[src/rtl/chaos_pkg.sv]
// Shared types and fixed-point helpers for the logistic-map byte generator.
// The CHAOS_WARMUP_EN build option is handled in logistic_byte_gen.sv.
package chaos_pkg;

    typedef enum logic [2:0] {
        ST_IDLE,
        ST_LOAD,
        ST_CALC1,
        ST_CALC2,
        ST_OUT
    } state_t;

    // r is Q2.(RW-2): two integer bits above the binary point
    localparam int unsigned R_INT = 2;

    function automatic int unsigned r_frac(input int unsigned rw);
        return rw - R_INT;
    endfunction

    // Q0.w representation of 1.0, as a 2w-bit value
    function automatic logic [63:0] x_one(input int unsigned w);
        return 64'd1 << w;
    endfunction

    // Fold top byte onto bottom byte of a w-bit state value
    function automatic logic [7:0] fold_byte(input logic [31:0] x, input int unsigned w);
        return x[w-1 -: 8] ^ x[7:0];
    endfunction

endpackage

[src/rtl/logistic_step.sv]
// Logistic-map datapath: S1 computes x(1-x), S2 scales by r with saturation
// and zero-fix, then updates x and the folded output byte.
module logistic_step
    import chaos_pkg::*;
#(
    parameter int unsigned XW = 16,
    parameter int unsigned RW = 16
) (
    input  logic          clk,
    input  logic          rst,
    input  logic          load,
    input  logic          calc1,
    input  logic          calc2,
    input  logic [XW-1:0] seed,
    input  logic [RW-1:0] r_ctl,
    output logic [XW-1:0] x,
    output logic [7:0]    data_out
);

    localparam int unsigned PW = 2 * XW;
    localparam int unsigned QW = RW + XW;
    localparam logic [PW-1:0] X_ONE = PW'(x_one(XW));

    logic [RW-1:0] r_q;
    logic [XW-1:0] y_q;
    logic [PW-1:0] p;
    logic [QW-1:0] q;
    logic [XW-1:0] x_next;

    assign p = PW'(x) * (X_ONE - PW'(x));
    assign q = QW'(r_q) * QW'(y_q);

    // Integer bits of q set means r*y >= 1.0; clamp to the largest Q0.XW value
    always_comb begin
        x_next = '0;
        if (|(q >> (QW - R_INT)))
            x_next = '1;
        else
            x_next = XW'(q >> r_frac(RW));
        if (x_next == '0)
            x_next = XW'(1);
    end

    always_ff @(posedge clk or posedge rst) begin
        if (rst) begin
            x        <= '0;
            r_q      <= '0;
            y_q      <= '0;
            data_out <= '0;
        end else begin
            if (load) begin
                x   <= (seed == '0) ? XW'(1) : seed;
                r_q <= r_ctl;
            end
            if (calc1)
                y_q <= XW'(p >> XW);
            if (calc2) begin
                x        <= x_next;
                data_out <= fold_byte(32'(x_next), XW);
            end
        end
    end

endmodule

[src/rtl/logistic_byte_gen.sv]
// Chaotic byte source: FSM sequencing the logistic_step datapath with a valid/ready output.
// Define CHAOS_WARMUP_EN to discard the first WARMUP iterates after each load.
module logistic_byte_gen
    import chaos_pkg::*;
#(
    parameter int unsigned XW     = 16,
    parameter int unsigned RW     = 16,
    parameter int unsigned WARMUP = 64
) (
    input  logic          clk,
    input  logic          rst,
    input  logic          start,
    input  logic          stop,
    input  logic [XW-1:0] seed,
    input  logic [RW-1:0] r_ctl,
    input  logic          ready,
    output logic [7:0]    data_out,
    output logic          valid,
    output logic          busy
);

    state_t state, state_nx;
    logic   load_en, calc1_en, calc2_en;
    logic   warm_pending;
    logic [XW-1:0] x_cur;

    always_ff @(posedge clk or posedge rst) begin
        if (rst)
            state <= ST_IDLE;
        else
            state <= state_nx;
    end

    always_comb begin
        state_nx = state;
        load_en  = 1'b0;
        calc1_en = 1'b0;
        calc2_en = 1'b0;
        case (state)
            ST_IDLE:  state_nx = ST_IDLE;
            ST_LOAD: begin
                load_en  = 1'b1;
                state_nx = ST_CALC1;
            end
            ST_CALC1: begin
                calc1_en = 1'b1;
                state_nx = ST_CALC2;
            end
            ST_CALC2: begin
                calc2_en = 1'b1;
                state_nx = warm_pending ? ST_CALC1 : ST_OUT;
            end
            ST_OUT: begin
                if (ready)
                    state_nx = ST_CALC1;
            end
            default:  state_nx = ST_IDLE;
        endcase
        // start overrides stop, and both override normal sequencing
        if (stop)
            state_nx = ST_IDLE;
        if (start)
            state_nx = ST_LOAD;
    end

    assign valid = (state == ST_OUT);
    assign busy  = (state != ST_IDLE);

`ifdef CHAOS_WARMUP_EN
    localparam int unsigned CNT_W = 16;

    logic [CNT_W-1:0] iter_cnt;
    logic             warming;

    // iter_cnt wraps freely; warming keeps a wrap from re-arming the warm-up
    always_ff @(posedge clk or posedge rst) begin
        if (rst) begin
            iter_cnt <= '0;
            warming  <= 1'b0;
        end else if (load_en) begin
            iter_cnt <= '0;
            warming  <= (WARMUP != 0);
        end else if (calc2_en) begin
            iter_cnt <= iter_cnt + 1'b1;
            if (warming && (iter_cnt == CNT_W'(WARMUP - 1)))
                warming <= 1'b0;
        end
    end

    assign warm_pending = warming;
`else
    logic warmup_unused;
    assign warmup_unused = (WARMUP != 0);
    assign warm_pending  = 1'b0;
`endif

    logistic_step #(
        .XW(XW),
        .RW(RW)
    ) u_step (
        .clk      (clk),
        .rst      (rst),
        .load     (load_en),
        .calc1    (calc1_en),
        .calc2    (calc2_en),
        .seed     (seed),
        .r_ctl    (r_ctl),
        .x        (x_cur),
        .data_out (data_out)
    );

endmodule

[config.mk]
export PLATFORM = sky130hd
export DESIGN_NAME = logistic_byte_gen
export DESIGN_NICKNAME = d
export VERILOG_FILES = /design/src/rtl/chaos_pkg.sv /design/src/rtl/logistic_step.sv /design/src/rtl/logistic_byte_gen.sv
export SDC_FILE = /design/constraint.sdc
export NUM_CORES = 1
export LEC_CHECK = 0
export BUFFER_PORTS_ARGS = -buffer_cell sky130_fd_sc_hd__buf_2
export CORE_ASPECT_RATIO = 1.4
export CORE_UTILIZATION = 60
export CTS_CLUSTER_SIZE = 25
export DETAILED_ROUTE_END_ITERATION = 7
export HOLD_SLACK_MARGIN = 0.15
export PLACE_DENSITY = 0.8
export SYNTH_ARGS = -nofsm -noshare
export SYNTH_HDL_FRONTEND = slang
export SYNTH_HIERARCHICAL = 1
export SYNTH_SLANG_ARGS = --single-unit
[constraint.sdc]
create_clock -name clk -period 10.7 [get_ports clk]
set_input_delay 1.605 -clock clk [delete_from_list [all_inputs] [get_ports clk]]
set_output_delay 1.605 -clock clk [all_outputs]
set_load 0.02 [all_outputs]
==> flow_metrics.py, run 1 <==
metrics = {
    "worst_setup_path": {
        "path_class": "reg2reg",
        "cp.arrival_ps": 9160,
        "cpPeakStageDelay_ps": 590,
        "critPathMaxFanout": 17,
        "crit_path_end_kind": "flop",
        "required_ps": 10940,
        "cp_slowest_cell": "dfrtp_1",
        "startpoint_type": "flop",
        "cpMostUsedCell": "fa_1",
    },
    "layout": {
        "multiInputGateArea_um2": 16530,
        "antenna-diode-count": 0,
        "drive_above_1_share_pct": 6.045,
        "fin_nets": 2825,
        "nFillCells": 2746,
        "syn_to_final_growth_pct": 3.963,
        "seq_area_um2": 1476,
        "design_area_um2": 21010,
        "final_util_pct": 63.25,
    },
    "clocking": {
        "worstSkewPairLatency_ps": 350,
        "clk_pin_slew_worst_paths_ps": 70,
        "cts-hold-fix-buffers": 0,
        "clk_path_buf_depth": 2,
        "cts_resized": 0,
        "h-tree-depth": 3,
        "cts_buffers": 9,
        "cts_root_buf": "clkbuf_16",
        "clock-sinks": 59,
        "cts_setup_buffers": 0,
        "tritoncts": "built",
    },
    "routing": {
        "num_vias": 14710,
        "firstDrtPassIters": 6,
        "drc_errors": 0,
        "viasPerCell": 5.632,
        "wl_um": 47260,
        "wl_per_cell_um": 18.09,
        "antenna_left": 0,
        "detail_route.iter0.violations": 736,
    },
    "timing": {
        "period_needed_ps": 8915,
        "rsz0062_at_grt": "false",
        "clock_skew_ps": 9.201,
        "setup-tns-final_ps": 0,
        "hold_violations": 0,
        "period_share_pct": 83.32,
        "fmax_mhz": 112.2,
        "setup_violations": 0,
        "slew_viol_final": 0,
        "max_slew.worst_pin.slew_ps": 1003,
        "maxSlewHeadroom_pct": 32.39,
    },
    "global_route": {
        "grt_pass1_vias": 16420,
        "track_usage_pct": 29.99,
        "grt_pass1_wl_um": 79260,
        "grt_max_degree": 57,
        "overflow": 0,
        "antenna_found_initial": 0,
    },
    "floorplanning": {
        "rows": 79,
        "dieArea_um2": 34430,
        "num_io_pins": 47,
        "initial_core_util_pct": 60.84,
        "die_height_um": 219.1,
        "die_x_um": 157.1,
        "core_um2": 33210,
    },
    "yosys": {
        "avgSynthCellArea_um2": 9.269,
        "ys_warn_count": 6,
        "syn_inst": 2180,
        "synth_area_um2": 20210,
    },
    "placed_design": {
        "gp_congestion": 0.9576,
        "dp_hpwl_um": 39070,
        "portBuffers": 46,
        "placed_area_um2": 20700,
    },
    "min_path": {
        "hp-class": "reg2reg",
    },
    "run": {
        "cap_violations": 0,
    },
    "run_status": {
        "status": "finished, final reports clean",
    },
}
-- cell usage in the layout, fill, tap and decap left out, types with 4 or more instances in the layout --
master,count
a211o_1,4
a211oi_1,14
a21o_1,19
a21o_2,4
a21oi_1,27
a31oi_1,17
and2_1,144
and3_1,6
buf_2,46
buf_4,9
clkbuf_16,9
conb_1,14
dfrtp_1,59
fa_1,399
ha_1,227
inv_1,488
mux2_2,26
mux2i_1,6
nand2_1,182
nand2b_1,150
nand3_1,14
nand4_1,7
nor2_1,34
nor2b_1,82
nor3_1,11
nor3b_1,4
nor4_1,8
o211ai_1,4
o21a_1,6
o21ai_0,16
o31a_1,4
o31ai_1,5
or3_1,12
xnor2_1,20
xor2_1,12
-- critical path, delay by kind of cell (launching register included) --
kind / cells / cell delay [ps]
fa+ha+maj: 8 / 3670
flops: 1 / 590
buf+inv: 5 / 250
compound gates: 6 / 1360
simple gates: 11 / 2930
-- final timing paths --
kind | start | to | slack [ps] | cells after the start
max | u_step/x[1] | u_step/y_q[15] | 1780 | 30
min in group asynchronous | rst | state[0] | 1120 | 2
min | u_step/data_out[2] | u_step/data_out[2] | 490 | 1
min reg2reg | u_step/data_out[2] | u_step/data_out[2] | 490 | 1
max reg2reg | u_step/x[1] | u_step/y_q[15] | 1780 | 30
max in group asynchronous | rst | u_step/r_q[0] | 8710 | 3
-- flip-flops by register name (all words and copies together) (netlist names) --
register,cells
u_step/r_q,16
u_step/x,16
u_step/y_q,16
u_step/data_out,8
state,3
-- per-stage QoR --
stage | worst slack, ps | hold slack, ps | cells
detailed placement | 1891 | 471.7 | 2596
CTS | 1857 | 488.0 | 2612
global placement | 1994 | 467.4 | 2596
floorplan | 2685 | 521.7 | 2192
global route | 1267 | 495.1 | 2612
finish | 1785 | 488.6 | 2612
-- metal layers --
| metal | share of wire (%) | GRT usage (%) | wire length, µm |
|---|---|---|---|
| met1 | 35 | 31.75 | 16570 |
| met2 | 55 | 56.50 | 25970 |
| met3 | 3.8 | 2.962 | 1797 |
| met4 | 6.2 | 18.61 | 2926 |
| met5 | 0 | 0 | 0 |
-- cell type report --
class | count | share of cell area, %
clock inverters | 6 | 0.3335
flip-flops and latches | 59 | 7.028
clock buffers | 10 | 1.138
inverters | 489 | 8.737
multi-input cells | 1548 | 78.70
well taps | 445 | 2.650
repair buffers | 55 | 1.418
Power of run 1 is not shown: default switching activity piles up to over one toggle a cycle in this logic, so the estimate is an artifact.
==> run 2, diff against run 1 <==
- ABC_AREA: default -> 1
- clock period: 10.7 -> 8.6 ns (I/O delays scaled with it)
==> run 2 against run 1 <==
Against the previous run: flip-flop and latch count unchanged; hold slack improved by 16 ps; via count grew 22%; clock-buffer cell count unchanged; synthesized area is 4.0% higher; maximum frequency grew 14%; core utilization increased by 0.28 points; die area increased by 4.0%; setup slack got worse by 1000 ps; cell count grew 23%; first-iteration DRC count is 69% higher; clock skew is 8.3 ps higher.
==> flow_metrics.py, run 2 <==
metrics = {
    "run_status": {
        "status": "finished, final reports clean",
    },
    "layout": {
        "final_common_cell": "inv_1",
        "fin_nets": 3426,
        "drive_above_1_share_pct": 4.299,
        "antenna-diode-count": 0,
        "top_regs": "u_step/r_q (16), u_step/x (16), u_step/y_q (16)",
        "syn_to_final_growth_pct": 3.774,
        "final_cell_mix": "inv_1, nand2_1, fa_1",
        "nFillCells": 2982,
    },
    "floorplanning": {
        "die_height_um": 223.5,
        "initial_core_util_pct": 61.22,
        "die_x_um": 160.2,
        "rows": 80,
        "dieArea_um2": 35800,
        "core_um2": 34330,
        "num_io_pins": 47,
    },
    "routing": {
        "wl_per_cell_um": 19.12,
        "drc_errors": 0,
        "viasPerCell": 5.595,
        "antenna_left": 0,
        "detail_route.iter0.violations": 1242,
        "firstDrtPassIters": 8,
        "num_vias": 18010,
        "wl_um": 61560,
    },
    "timing": {
        "clock_skew_ps": 17.55,
        "max_slew.worst_pin.slew_ps": 1135,
        "setup-tns-final_ps": 0,
        "period_share_pct": 91.28,
        "period_needed_ps": 7850,
        "slew_viol_final": 0,
        "hold_violations": 0,
        "rsz0062_at_grt": "false",
        "maxSlewHeadroom_pct": 24.22,
        "setup_violations": 0,
        "fmax_mhz": 127.4,
    },
    "worst_setup_path": {
        "path_class": "reg2reg",
        "cp_slowest_cell": "dfrtp_1",
        "startpoint_type": "flop",
        "crit_path_end_kind": "flop",
        "required_ps": 8880,
        "cp_top_family": "adder cells",
        "crit_buf_inv": 6,
        "cp.arrival_ps": 8130,
        "cpPeakStageDelay_ps": 610,
        "critPathMaxFanout": 18,
        "r2r-start": "u_step/x[1]",
        "critPathLaunch": "u_step/x[1]",
    },
    "placed_design": {
        "portBuffers": 46,
        "dp_hpwl_um": 50100,
        "gp_congestion": 1.023,
    },
    "global_route": {
        "overflow": 0,
        "grt_pass1_wl_um": 98950,
        "antenna_found_initial": 0,
        "track_usage_pct": 36.56,
        "grt_pass1_vias": 19550,
        "grt_max_degree": 57,
    },
    "clocking": {
        "clock-sinks": 59,
        "tritoncts": "built",
        "cts_resized": 0,
        "worstSkewPairLatency_ps": 380,
        "h-tree-depth": 3,
        "cts-hold-fix-buffers": 0,
        "cts_setup_buffers": 0,
        "cts_root_buf": "clkbuf_16",
        "clk_pin_slew_worst_paths_ps": 60,
        "cts_buffers": 9,
        "clk_path_buf_depth": 2,
    },
    "yosys": {
        "avgSynthCellArea_um2": 7.529,
        "ys_warn_count": 6,
        "syn_inst": 2792,
        "synth_area_um2": 21020,
    },
    "run": {
        "cap_violations": 0,
    },
    "min_path": {
        "hp-class": "reg2reg",
        "min_from": "u_step/data_out[0]",
    },
}
run 2: through the flow:
step / instance area [µm²] / hold slack, ps / std cells / utilization (%) / setup slack [ps]
finish: 21810 / 504.7 / 3219 / 63.54 / 750.1
global route: 21810 / 565.1 / 3219 / 63.54 / 257.7
CTS: 21810 / 500.9 / 3219 / 63.54 / 837.6
detailed placement: 21510 / 485.9 / 3203 / 62.65 / 868.4
global placement: 21510 / 484.7 / 3203 / 62.65 / 1044
floorplan: 21070 / 564.6 / 2804 / - / 1551
run 2: worst min-delay path, delay by kind of cell (launching register included):
family / cells / cell delay [ps]
and+or+nand+nor: 2 / 130
DFF: 1 / 340
run 2: path summary, 6_finish.rpt:
path / slack, ps / cells past startpoint / endpoint
max in group asynchronous: 6840 / 3 / u_step/r_q[5]
min in group asynchronous: 800 / 2 / state[2]
max: 750 / 29 / u_step/y_q[13]
max reg2reg: 750 / 29 / u_step/y_q[13]
min reg2reg: 500 / 2 / u_step/data_out[0]
min: 500 / 2 / u_step/data_out[0]
run 2: cell type report:
type,count,area [µm²],share of cell area [%]
multi-input cells,1867,16270,74.57
inverters,768,2883,13.22
clock buffers,10,239.0,1.096
flip-flops and latches,59,1476,6.768
repair buffers,58,320.3,1.468
well taps,451,564.3,2.587
clock inverters,6,65.06,0.2983
run 2: metal layers:
metal | track usage (%) | vias up | part of all wire [%]
met3 | 5.912 | 361 | 7.1
met1 | 36.07 | 8709 | 31
li1 | - | 8044 | -
met4 | 35.82 | 0 | 11
met2 | 64.29 | 897 | 50
met5 | 0 | - | 0
Power of run 2 is left out for the same reason.
